[config.mk]
export PLATFORM = sky130hd
export DESIGN_NAME = spi_lcd_rx
export DESIGN_NICKNAME = d
export VERILOG_FILES = /design/src/rtl/spi_lcd_pkg.sv /design/src/rtl/spi_byte_rx.sv /design/src/rtl/spi_lcd_rx.sv
export SDC_FILE = /design/constraint.sdc
export NUM_CORES = 1
export LEC_CHECK = 0
export CAP_MARGIN = 0
export CORE_MARGIN = 8
export CORE_UTILIZATION = 57
export DETAILED_ROUTE_END_ITERATION = 7
export PLACE_DENSITY = 0.91
export RECOVER_POWER = 100
export SETUP_SLACK_MARGIN = 0.2
export SYNTH_ARGS = -nofsm -noshare
export SYNTH_HDL_FRONTEND = slang
export SYNTH_SLANG_ARGS = --single-unit
[constraint.sdc]
create_clock -name clk -period 2.6 [get_ports clk]
set_input_delay 0.26 -clock clk [delete_from_list [all_inputs] [get_ports clk]]
set_output_delay 0.26 -clock clk [all_outputs]
set_load 0.01 [all_outputs]
[src/rtl/spi_lcd_pkg.sv]
// Shared definitions for the LCD SPI link: ST7735-style opcodes, panel defaults and rx FSM states.
package spi_lcd_pkg;

    localparam logic [7:0] CMD_CASET = 8'h2A;
    localparam logic [7:0] CMD_RASET = 8'h2B;
    localparam logic [7:0] CMD_RAMWR = 8'h2C;

    localparam int unsigned LCD_W_DEF = 132;
    localparam int unsigned LCD_H_DEF = 162;

    typedef enum logic [2:0] {
        StIdle,
        StCaset,
        StRaset,
        StRamwr,
        StSkip
    } rx_state_e;

endpackage

[src/rtl/spi_byte_rx.sv]
// Oversampling SPI mode-0 byte receiver: input synchronizers, sclk rise detect, MSB-first shifter.
module spi_byte_rx #(
    parameter int unsigned SYNC_STAGES = 2
) (
    input  logic       clk,
    input  logic       rst_n,
    input  logic       spi_cs_n,
    input  logic       spi_clk,
    input  logic       spi_dc,
    input  logic       spi_data,
    output logic       byte_done,
    output logic [7:0] rx_byte,
    output logic       rx_dc
);

    logic [SYNC_STAGES-1:0] cs_sync, sclk_sync, dc_sync, data_sync;
    logic                   sclk_prev;
    logic [2:0]             bit_cnt;
    logic [6:0]             shift;
    logic                   dc_lat;
    logic                   cs_s, sclk_s, dc_s, data_s, rise;

    assign cs_s   = cs_sync[SYNC_STAGES-1];
    assign sclk_s = sclk_sync[SYNC_STAGES-1];
    assign dc_s   = dc_sync[SYNC_STAGES-1];
    assign data_s = data_sync[SYNC_STAGES-1];
    assign rise   = sclk_s & ~sclk_prev & ~cs_s;

    always_ff @(posedge clk) begin
        if (!rst_n) begin
            cs_sync   <= '1;
            sclk_sync <= '0;
            dc_sync   <= '0;
            data_sync <= '0;
            sclk_prev <= 1'b0;
            bit_cnt   <= 3'd0;
            shift     <= 7'd0;
            dc_lat    <= 1'b0;
            byte_done <= 1'b0;
            rx_byte   <= 8'd0;
            rx_dc     <= 1'b0;
        end else begin
            cs_sync   <= {cs_sync[SYNC_STAGES-2:0], spi_cs_n};
            sclk_sync <= {sclk_sync[SYNC_STAGES-2:0], spi_clk};
            dc_sync   <= {dc_sync[SYNC_STAGES-2:0], spi_dc};
            data_sync <= {data_sync[SYNC_STAGES-2:0], spi_data};
            sclk_prev <= sclk_s;
            byte_done <= 1'b0;
            if (cs_s) begin
                // Deselect drops any partial byte.
                bit_cnt <= 3'd0;
            end else if (rise) begin
                shift   <= {shift[5:0], data_s};
                bit_cnt <= bit_cnt + 3'd1;
                if (bit_cnt == 3'd0) begin
                    dc_lat <= dc_s;
                end
                if (bit_cnt == 3'd7) begin
                    byte_done <= 1'b1;
                    rx_byte   <= {shift, data_s};
                    rx_dc     <= dc_lat;
                end
            end
        end
    end

endmodule

[src/rtl/spi_lcd_rx.sv]
// LCD SPI receiver: decodes CASET/RASET/RAMWR and emits addressed RGB565 pixel writes.
// Define SPI_LCD_RX_CLIP_EN to suppress pixels falling outside the LCD_W x LCD_H panel.
module spi_lcd_rx
    import spi_lcd_pkg::*;
#(
    parameter int unsigned LCD_W       = LCD_W_DEF,
    parameter int unsigned LCD_H       = LCD_H_DEF,
    parameter int unsigned SYNC_STAGES = 2
) (
    input  logic        clk,
    input  logic        rst_n,
    input  logic        spi_cs_n,
    input  logic        spi_clk,
    input  logic        spi_dc,
    input  logic        spi_data,
    output logic        cmd_valid,
    output logic [7:0]  cmd_byte,
    output logic        pix_valid,
    output logic [7:0]  pix_x,
    output logic [7:0]  pix_y,
    output logic [15:0] pix_data
);

    logic       byte_done, rx_dc;
    logic [7:0] rx_byte;

    spi_byte_rx #(
        .SYNC_STAGES(SYNC_STAGES)
    ) u_byte_rx (
        .clk      (clk),
        .rst_n    (rst_n),
        .spi_cs_n (spi_cs_n),
        .spi_clk  (spi_clk),
        .spi_dc   (spi_dc),
        .spi_data (spi_data),
        .byte_done(byte_done),
        .rx_byte  (rx_byte),
        .rx_dc    (rx_dc)
    );

    rx_state_e  state;
    logic [1:0] idx;
    logic       phase;
    logic [7:0] hi_byte, start_lo;
    logic [7:0] xs, xe, ys, ye, x, y;
    logic       in_bounds;

`ifdef SPI_LCD_RX_CLIP_EN
    assign in_bounds = ({1'b0, x} < 9'(LCD_W)) && ({1'b0, y} < 9'(LCD_H));
`else
    assign in_bounds = 1'b1;
`endif

    always_ff @(posedge clk) begin
        if (!rst_n) begin
            state     <= StIdle;
            idx       <= 2'd0;
            phase     <= 1'b0;
            hi_byte   <= 8'd0;
            start_lo  <= 8'd0;
            xs        <= 8'd0;
            xe        <= 8'(LCD_W - 1);
            ys        <= 8'd0;
            ye        <= 8'(LCD_H - 1);
            x         <= 8'd0;
            y         <= 8'd0;
            cmd_valid <= 1'b0;
            cmd_byte  <= 8'd0;
            pix_valid <= 1'b0;
            pix_x     <= 8'd0;
            pix_y     <= 8'd0;
            pix_data  <= 16'd0;
        end else begin
            cmd_valid <= 1'b0;
            pix_valid <= 1'b0;
            if (byte_done && !rx_dc) begin
                // A command always wins, discarding any half pixel or partial window.
                cmd_valid <= 1'b1;
                cmd_byte  <= rx_byte;
                idx       <= 2'd0;
                phase     <= 1'b0;
                case (rx_byte)
                    CMD_CASET: state <= StCaset;
                    CMD_RASET: state <= StRaset;
                    CMD_RAMWR: begin
                        state <= StRamwr;
                        x     <= xs;
                        y     <= ys;
                    end
                    default:   state <= StSkip;
                endcase
            end else if (byte_done) begin
                case (state)
                    StCaset, StRaset: begin
                        idx <= idx + 2'd1;
                        if (idx == 2'd1) begin
                            start_lo <= rx_byte;
                        end
                        if (idx == 2'd3) begin
                            if (state == StCaset) begin
                                xs <= start_lo;
                                xe <= rx_byte;
                            end else begin
                                ys <= start_lo;
                                ye <= rx_byte;
                            end
                            state <= StIdle;
                        end
                    end
                    StRamwr: begin
                        if (!phase) begin
                            hi_byte <= rx_byte;
                            phase   <= 1'b1;
                        end else begin
                            phase     <= 1'b0;
                            pix_valid <= in_bounds;
                            pix_x     <= x;
                            pix_y     <= y;
                            pix_data  <= {hi_byte, rx_byte};
                            // Equality-only compares let a window with xs > xe wrap through 255.
                            if (x == xe) begin
                                x <= xs;
                                y <= (y == ye) ? ys : y + 8'd1;
                            end else begin
                                x <= x + 8'd1;
                            end
                        end
                    end
                    default: ;
                endcase
            end
        end
    end

endmodule

==> impl_metrics.toml, run 1 <==
[outcome]
run_status = "completed"

[power_and_ir_drop]
ir_drop_v = 0.000339
powerDensity_nw_per_um2 = 685
leakage_nw = 2.57
fin_total_pwr_w = 0.00473

[floorplan]
start_util = 0.586
chipHeight_microns = 116
die_w_microns = 116
io-pin-count = 48
core_area_sq_um = 9730
dieArea_sq_um = 13500
rows = 36

[grt]
grt_pass1_vias = 4763
grt_overflow = 0
antenna_found_initial = 0
grt.total_usage = 0.231
grt_pass1_wl_microns = 24000
grt_max_degree = 37

[synth]
ys.flop_type = "dfxtp_1"
yosysSeqAreaShare = 0.499
synthCells = 644
async_flop_share = 0
ys_types = 46
synth_warnings = 0
synth_edf_count = 0
synth_nets = 657
syn-mean-instance-area_sq_um = 8.85
syn_area_sq_um = 5700
synth-seq-cells = 142

[cells_and_area]
drive_above_1_share = 0.0770
seq_area_sq_um = 2840
multi_input_area_sq_um = 2650
diodes = 0
synthToLayoutAreaGrowth_pct = 21.3
nets = 701
fill_cells = 660

[timing]
hold_viol = 0
slew_headroom = 0.133
fin_crit_ns = 2.36
setup_viol = 0
rsz0062_at_grt = "false"
fin_setup_tns_ns = 0
fmax_mhz = 424
min_period_over_period = 0.907
clock_skew_ns = 0.00605
maxSlewViolCount = 0
tightest_slew_ns = 1.30

[routing]
ant_nets = 0
vias = 4888
drt_iter0_markers = 537
drc_errors = 0
wirelength_microns = 15000
wire_per_inst_microns = 18.0
vias_per_cell = 5.86
drtPass1Iterations = 5

[worst_setup_path]
path_cells = "and3b_1, and4b_1, clkbuf_1, mux2i_1, nand2_1"
path_class = "flip-flop to flip-flop"
critPathLaunchType = "flip-flop"
max_stage_delay_ns = 0.89
worstPathArrival_ns = 2.70
required_ns = 2.94
crit_fanout = 16
slowest_stage = "clkbuf_1"
endpoint_kind = "flip-flop"

[clock_network]
clkSlewWorstSetupHoldPaths_ns = 0.06
clock_path_buffers = 2
insertion_delay_ns = 0.52
cts_num_sinks = 142
root_buffer = "clkbuf_8"
htreeDepth = 4
postCtsSetupBuffers = 0
cts_buffers = 17
cts_tree = "built"
holdBufCountCts = 0
cts.repair.resized = 0

[placed_design]
post-dp-hpwl_microns = 9690
gp_congestion = 0.884
port_buffers = 47

[job]
cap_violations = 0

[worst_hold_path]
worstHoldPathType = "input pin to flip-flop"
flip-flops by register name (all words and copies together), names as in the netlist, 7 cells and up:
register / count
cmd_byte: 8
hi_byte: 8
pix_data: 16
pix_x: 8
pix_y: 8
start_lo: 8
u_byte_rx.rx_byte: 8
u_byte_rx.shift: 7
x: 8
xe: 8
xs: 8
y: 8
ye: 8
ys: 8
path summary, 6_finish.rpt:
check	start	end	slack [ns]	cells past startpoint
setup / recovery	u_byte_rx.rx_dc	xe[1]	0.24	5
hold / removal	spi_dc	u_byte_rx.dc_sync[0]	0.32	2
setup reg to reg	u_byte_rx.rx_dc	xe[1]	0.24	5
hold reg to reg	u_byte_rx.data_sync[0]	u_byte_rx.data_sync[1]	0.44	1
area by class of cell:
class,count,area share
flip-flops and latches,142,0.411
multi-input cells,451,0.384
repair buffers,70,0.0894
clock buffers,23,0.0690
well taps,133,0.0241
clock inverters,9,0.0190
inverters,6,0.00326
metal layers:
layer / vias up / track usage / routed length (microns) / part of all wire
li1: 2262 / - / - / -
met1: 2331 / 0.262 / 5840 / 0.39
met2: 239 / 0.396 / 7590 / 0.51
met3: 56 / 0.0495 / 970 / 0.065
met4: 0 / 0.127 / 586 / 0.039
met5: - / 0 / 0 / 0
cell usage after synthesis (5+ instances only):
| cell | instances | area share |
|---|---|---|
| clkbuf_1 | 38 | 0.025 |
| nand2_1 | 125 | 0.082 |
| inv_1 | 6 | 0.0040 |
| a21oi_1 | 57 | 0.050 |
| mux2i_1 | 65 | 0.11 |
| xor2_1 | 8 | 0.012 |
| ha_1 | 7 | 0.015 |
| o22ai_1 | 6 | 0.0066 |
| nand2b_1 | 5 | 0.0055 |
| a31oi_1 | 5 | 0.0055 |
| nor2_1 | 72 | 0.047 |
| o21ai_0 | 13 | 0.011 |
| xnor2_1 | 12 | 0.018 |
| nand3_1 | 10 | 0.0088 |
| dfxtp_1 | 142 | 0.50 |
| and2_1 | 8 | 0.0088 |
| a211oi_1 | 7 | 0.0092 |
cell families (layout without fill, tap and decap cells):
group,Yosys count,in the layout,synth area share
AND/OR/NAND/NOR,257,257,0.202
flip-flops,142,142,0.499
AO/OA/AOI/OAI,101,101,0.101
multiplexers,66,66,0.116
buffers and inverters,51,108,0.0356
XOR/XNOR,20,20,0.0307
adder cells (fa/ha/maj),7,7,0.0154
worst max-delay path: cells and delay by family (launching register included):
kind                   cells  cell delay [ns]
buffers and inverters      1             0.89
and+or+nand+nor            3             0.53
DFF                        1             0.45
muxes                      1             0.31
stage by stage:
stage / setup WS, ns / hold WS [ns] / cells / util / instance area [sq um]
after detailed placement: 0.424 / 0.425 / 802 / 0.653 / 6350
after CTS: 0.369 / 0.305 / 834 / 0.716 / 6960
final: 0.241 / 0.316 / 834 / 0.710 / 6910
after floorplan: 0.608 / 0.361 / 644 / - / 5700
after global placement: 0.477 / 0.392 / 802 / 0.653 / 6350
after global routing: 0.120 / 0.320 / 834 / 0.710 / 6910
power by group:
part	total, W	leakage (nW)	internal (W)	switching [W]
clock	0.00246	0.291	0.00156	0.000900
sequential	0.00220	1.15	0.00219	0.0000133
combinational	0.0000685	1.14	0.0000242	0.0000443
cell usage in the layout, fill, tap and decap left out, drive strengths merged, types with 4 or more instances in the layout:
master and n:
nor2 73, a31oi 5, clkbuf 32, o22ai 6, ha 7, nand2 125
a21oi 57, o21ai 13, inv 7, or2 4, a211oi 7, nand2b 5
nand3 10, mux2i 65, buf 13, xnor2 12, nor4 4, dlygate4sd3 43
dfxtp 142, nor2b 4, and2 8, clkdlybuf4s50 4, xor2 8
Power figures use the tool's default switching activity.
==> run 2, diff against run 1 <==
--- a/config.mk
+++ b/config.mk
@@ -9,6 +9,7 @@
 export CORE_MARGIN = 8
 export CORE_UTILIZATION = 57
 export DETAILED_ROUTE_END_ITERATION = 7
+export GPL_ROUTABILITY_DRIVEN = 0
 export PLACE_DENSITY = 0.91
 export RECOVER_POWER = 100
 export SETUP_SLACK_MARGIN = 0.2
==> constraint.sdc (replaced) <==
create_clock -name clk -period 2.6 [get_ports clk]
set_input_delay 0.65 -clock clk [delete_from_list [all_inputs] [get_ports clk]]
set_output_delay 0.65 -clock clk [all_outputs]
set_load 0.01 [all_outputs]
==> impl_metrics.toml, run 2 (same netlist as run 1, synthesis figures left out) <==
[power_and_ir_drop]
powerDensity_nw_per_um2 = 670
fin_total_pwr_w = 0.00461
ir_drop_v = 0.000351
leakage_nw = 2.56

[routing]
drc_errors = 0
wirelength_microns = 14900
wire_per_inst_microns = 17.9
vias_per_cell = 5.83
ant_nets = 0
vias = 4847
drtPass1Iterations = 7
drt_iter0_markers = 629

[placed_design]
placed_area_sq_um = 6350
post-dp-hpwl_microns = 9670
dp.cells = 802
port_buffers = 47
place_ws_ns = 0.345

[timing]
setup_viol = 0
min_period_over_period = 0.904
slew_headroom = 0.193
fin_crit_ns = 2.35
maxSlewViolCount = 0
fmax_mhz = 426
rsz0062_at_grt = "false"
hold_viol = 0
clock_skew_ns = 0.00677
tightest_slew_ns = 1.21
fin_ws_ns = 0.250
fin_setup_tns_ns = 0

[grt]
grt_pass1_wl_microns = 23800
grt.total_usage = 0.228
grt_pass1_vias = 4876
grt_overflow = 0
antenna_found_initial = 0
grt_max_degree = 44

[cells_and_area]
multi_input_area_sq_um = 2650
nets = 701
top_register = "pix_data"
final_cells = 832
final_cell_mix = "dfxtp_1 (142), nand2_1 (125), nor2_1 (72)"
largest_reg_flops = 16
fill_cells = 633
seq_area_sq_um = 2840
diodes = 0
post-route-cell-area_sq_um = 6880
drive_above_1_share = 0.0773
mostFrequentLayoutCell = "dfxtp_1"
synthToLayoutAreaGrowth_pct = 20.7

[floorplan]
core_area_sq_um = 9730
chipHeight_microns = 116
die_w_microns = 116
dieArea_sq_um = 13500
io-pin-count = 48
start_util = 0.586
rows = 36

[clock_network]
root_buffer = "clkbuf_8"
htreeDepth = 4
cts.repair.resized = 0
holdBufCountCts = 0
clkSlewWorstSetupHoldPaths_ns = 0.06
cts_num_sinks = 142
insertion_delay_ns = 0.53
clock_path_buffers = 2
postCtsSetupBuffers = 0
cts_tree = "built"
cts_buffers = 17

[worst_setup_path]
path_class = "flip-flop to flip-flop"
worstPathArrival_ns = 2.79
required_ns = 3.04
crit_fanout = 11
critPathLaunchType = "flip-flop"
endpoint_kind = "flip-flop"
ff2ff_setup_slack_ns = 0.25

[job]
cap_violations = 0

[worst_hold_path]
worstHoldPathType = "flip-flop to flip-flop"

[outcome]
run_status = "completed"
run 2: per-layer routing:
metal / up-vias / routed length, microns / global-route usage
met5: - / 0 / 0
met4: 0 / 544 / 0.141
met3: 54 / 1080 / 0.0532
met2: 235 / 7570 / 0.398
met1: 2301 / 5660 / 0.244
li1: 2257 / - / -
run 2: worst paths after layout:
check / startpoint / end / cells past startpoint
worst max-delay path: u_byte_rx.rx_byte[1] / x[7] / 5
worst min-delay path: u_byte_rx.cs_sync[0] / u_byte_rx.cs_sync[1] / 1
worst max register to register: u_byte_rx.rx_byte[1] / x[7] / 5
worst min register to register: u_byte_rx.cs_sync[0] / u_byte_rx.cs_sync[1] / 1
run 2: layout make-up:
type	instances	area share
clock inverter	6	0.0120
multi-input combinational	451	0.386
timing repair buffer	70	0.0902
clock buffer	24	0.0713
tap	133	0.0242
inverter	6	0.00328
sequential	142	0.413
run 2: per-stage QoR:
step	util	hold slack, ns
finish	0.707	0.414
global route	0.707	0.426
CTS	0.712	0.410
detailed placement	0.653	0.398
global placement	0.653	0.392
floorplan	-	0.386
run 2: report_power, final:
| group | switching (W) | internal (W) |
|---|---|---|
| combinational | 0.0000456 | 0.0000233 |
| sequential | 0.0000117 | 0.00219 |
| clock | 0.000863 | 0.00148 |
| total | 0.000920 | 0.00369 |
run 2: critical path, stage by stage, from the launching register on:
cell and delay (ns):
dfxtp_1 0.43, or3b_1 0.48, nor4b_4 0.46, nor2_2 0.18, or4_1 0.51, a31oi_1 0.20
==> run 3, diff against run 2 <==
--- a/config.mk
+++ b/config.mk
@@ -5,6 +5,7 @@
 export SDC_FILE = /design/constraint.sdc
 export NUM_CORES = 1
 export LEC_CHECK = 0
+export ABC_AREA = 1
 export CAP_MARGIN = 0
 export CORE_MARGIN = 8
 export CORE_UTILIZATION = 57
@@ -15,4 +16,5 @@
 export SETUP_SLACK_MARGIN = 0.2
 export SYNTH_ARGS = -nofsm -noshare
 export SYNTH_HDL_FRONTEND = slang
+export SYNTH_HIERARCHICAL = 1
 export SYNTH_SLANG_ARGS = --single-unit
==> impl_metrics.toml, run 3 <==
[synth]
syn_area_sq_um = 5730
synth_most_common_cell = "dfxtp_1"
synth_top_area_frac = 0.496
ys_types = 35
synth_top_cell_by_area = "dfxtp_1"
ys.flop_type = "dfxtp_1"
synth_nets = 756
synth-seq-cells = 142
yosysSeqAreaShare = 0.496
yosys-top-cells-area = "dfxtp_1 (50%), o21ai_0 (8.4%), nand2_1 (7.7%)"
synth_warnings = 6
syn-mean-instance-area_sq_um = 7.71
yosys-top-cells-count = "dfxtp_1 (142), nand2_1 (118), nor2_1 (101)"
synthCells = 743
async_flop_share = 0
synth_edf_count = 0

[clock_network]
root_buffer = "clkbuf_8"
cts_buffers = 17
clock_path_buffers = 2
cts.repair.resized = 0
htreeDepth = 4
postCtsSetupBuffers = 0
clkSlewWorstSetupHoldPaths_ns = 0.06
holdBufCountCts = 0
cts_num_sinks = 142
insertion_delay_ns = 0.53
cts_tree = "built"

[worst_setup_path]
slowest_stage = "dfxtp_1"
critical_path_buf_inv_count = 3
max_stage_delay_ns = 0.35
crit_cells = 7
required_ns = 3.05
path_class = "flip-flop to flip-flop"
endpoint_kind = "flip-flop"
worst_r2r_path_depth = 7
critical-path-top-delay-family = "buffers and inverters"
critPathLaunchType = "flip-flop"
crit_fanout = 20
path_cells = "inv_1, nor3_1, nand2_2, inv_2, buf_4, o21ai_0, a21oi_1"
worstPathArrival_ns = 2.64

[routing]
wire_per_inst_microns = 15.9
drc_errors = 0
ant_nets = 0
wirelength_microns = 14700
route.met3.wl_microns = 1180
wl_met1_microns = 5720
drt_iter0_markers = 584
wl_met2_microns = 7320
top_layer = "met4"
vias_per_cell = 5.61
drtPass1Iterations = 5
vias = 5201

[worst_hold_path]
whs_path_depth = 2
worstHoldPathType = "flip-flop to flip-flop"

[timing]
setup_viol = 0
maxSlewViolCount = 0
fmax_mhz = 456
fin_setup_tns_ns = 0
clock_skew_ns = 0.00640
fin_crit_ns = 2.19
hold_viol = 0
min_period_over_period = 0.843
slew_headroom = 0.391
rsz0062_at_grt = "false"
tightest_slew_ns = 0.913

[power_and_ir_drop]
fin_total_pwr_w = 0.00450
intPower_w = 0.00360
powerDensity_nw_per_um2 = 664
leakage_nw = 2.98
p_clk_frac = 0.500
p_sw_frac = 0.201
ir_drop_v = 0.000430
p_sw_w = 0.000905
comb_power_share = 0.014
seqPwrFrac = 0.486

[cells_and_area]
final_cell_mix = "dfxtp_1 (142), nand2_1 (119), nor2_1 (102)"
final_cells = 927
synthToLayoutAreaGrowth_pct = 18.3
top_register = "pix_data"
mostFrequentLayoutCell = "dfxtp_1"
largest_reg_flops = 16
diodes = 0
fill_cells = 709
drive_above_1_share = 0.0705
nets = 797

[floorplan]
start_util = 0.586
die_w_microns = 116
io-pin-count = 48
core_area_sq_um = 9770
dieArea_sq_um = 13500
rows = 36
chipHeight_microns = 116

[grt]
grt.total_usage = 0.230
grt_pass1_vias = 5078
antenna_found_initial = 0
grt_overflow = 0
grt_pass1_wl_microns = 24500
grt_max_degree = 100

[job]
cap_violations = 0

[outcome]
run_status = "completed"

[placed_design]
port_buffers = 47
dp.cells = 898
post-dp-hpwl_microns = 9630
[run 3: cell types whose count changed after synthesis, moves of 12 or more]
cell | before | now
mux2i_1 | 65 | 0
o21ai_0 | 13 | 96
a21oi_1 | 57 | 69
nor2_1 | 72 | 101
clkbuf_1 | 38 | 16
nand3_1 | 10 | 34
inv_1 | 6 | 67
[run 3: final timing paths]
check,startpoint,endpoint,slack (ns)
worst min register to register,u_byte_rx/dc_sync[0],u_byte_rx/dc_sync[1],0.41
worst min-delay path,u_byte_rx/dc_sync[0],u_byte_rx/dc_sync[1],0.41
worst max register to register,state[0],pix_data[7],0.41
worst max-delay path,state[0],pix_data[7],0.41
[run 3: per-layer routing]
layer	track usage	up-vias
met5	0	-
met4	0.123	0
met3	0.0564	54
met2	0.400	252
met1	0.256	2410
li1	-	2485
[run 3: worst register-to-register path, stage by stage (launching register included)]
cell,delay (ns)
dfxtp_1,0.35
inv_1,0.09
nor3_1,0.29
nand2_2,0.33
inv_2,0.35
buf_4,0.30
o21ai_0,0.18
a21oi_1,0.22
[run 3: layout make-up]
type | instances | area (sq um) | share of cell area
multi-input combinational | 494 | 2420 | 0.357
inverter | 75 | 282 | 0.0415
clock buffer | 22 | 453 | 0.0668
tap | 133 | 166 | 0.0245
sequential | 142 | 2840 | 0.419
clock inverter | 7 | 90.1 | 0.0133
timing repair buffer | 54 | 526 | 0.0775
[run 3: power by group through the flow]
stage / clock [W] / sequential (W) / combinational [W]
finish: 0.00225 / 0.00219 / 0.0000641
CTS: 0.00226 / 0.00219 / 0.0000647
global route: 0.00237 / 0.00219 / 0.0000713
detailed placement: 0 / 0.00223 / 0.0000641
global placement: 0 / 0.00223 / 0.0000623
floorplan: 0 / 0.00223 / 0.0000447
[run 3: cells by family (layout without fill, tap and decap cells)]
family | count (synthesis) | in the layout | synth area share
AND/OR/NAND/NOR | 290 | 290 | 0.224
flip-flops | 142 | 142 | 0.496
AO/OA/AOI/OAI | 182 | 182 | 0.164
buffers and inverters | 107 | 158 | 0.0779
adder cells (fa/ha/maj) | 7 | 7 | 0.0153
XOR/XNOR | 15 | 15 | 0.0229
[run 3: through the flow]
step	instance area, sq um	worst slack [ns]	hold WS (ns)	util
2_1_floorplan	5730	1.20	0.390	-
4_1_cts	6810	0.474	0.416	0.696
3_3_place_gp	6260	0.557	0.395	0.641
5_1_grt	6780	0.236	0.433	0.694
6_report	6780	0.408	0.414	0.694
3_5_place_dp	6260	0.570	0.401	0.641
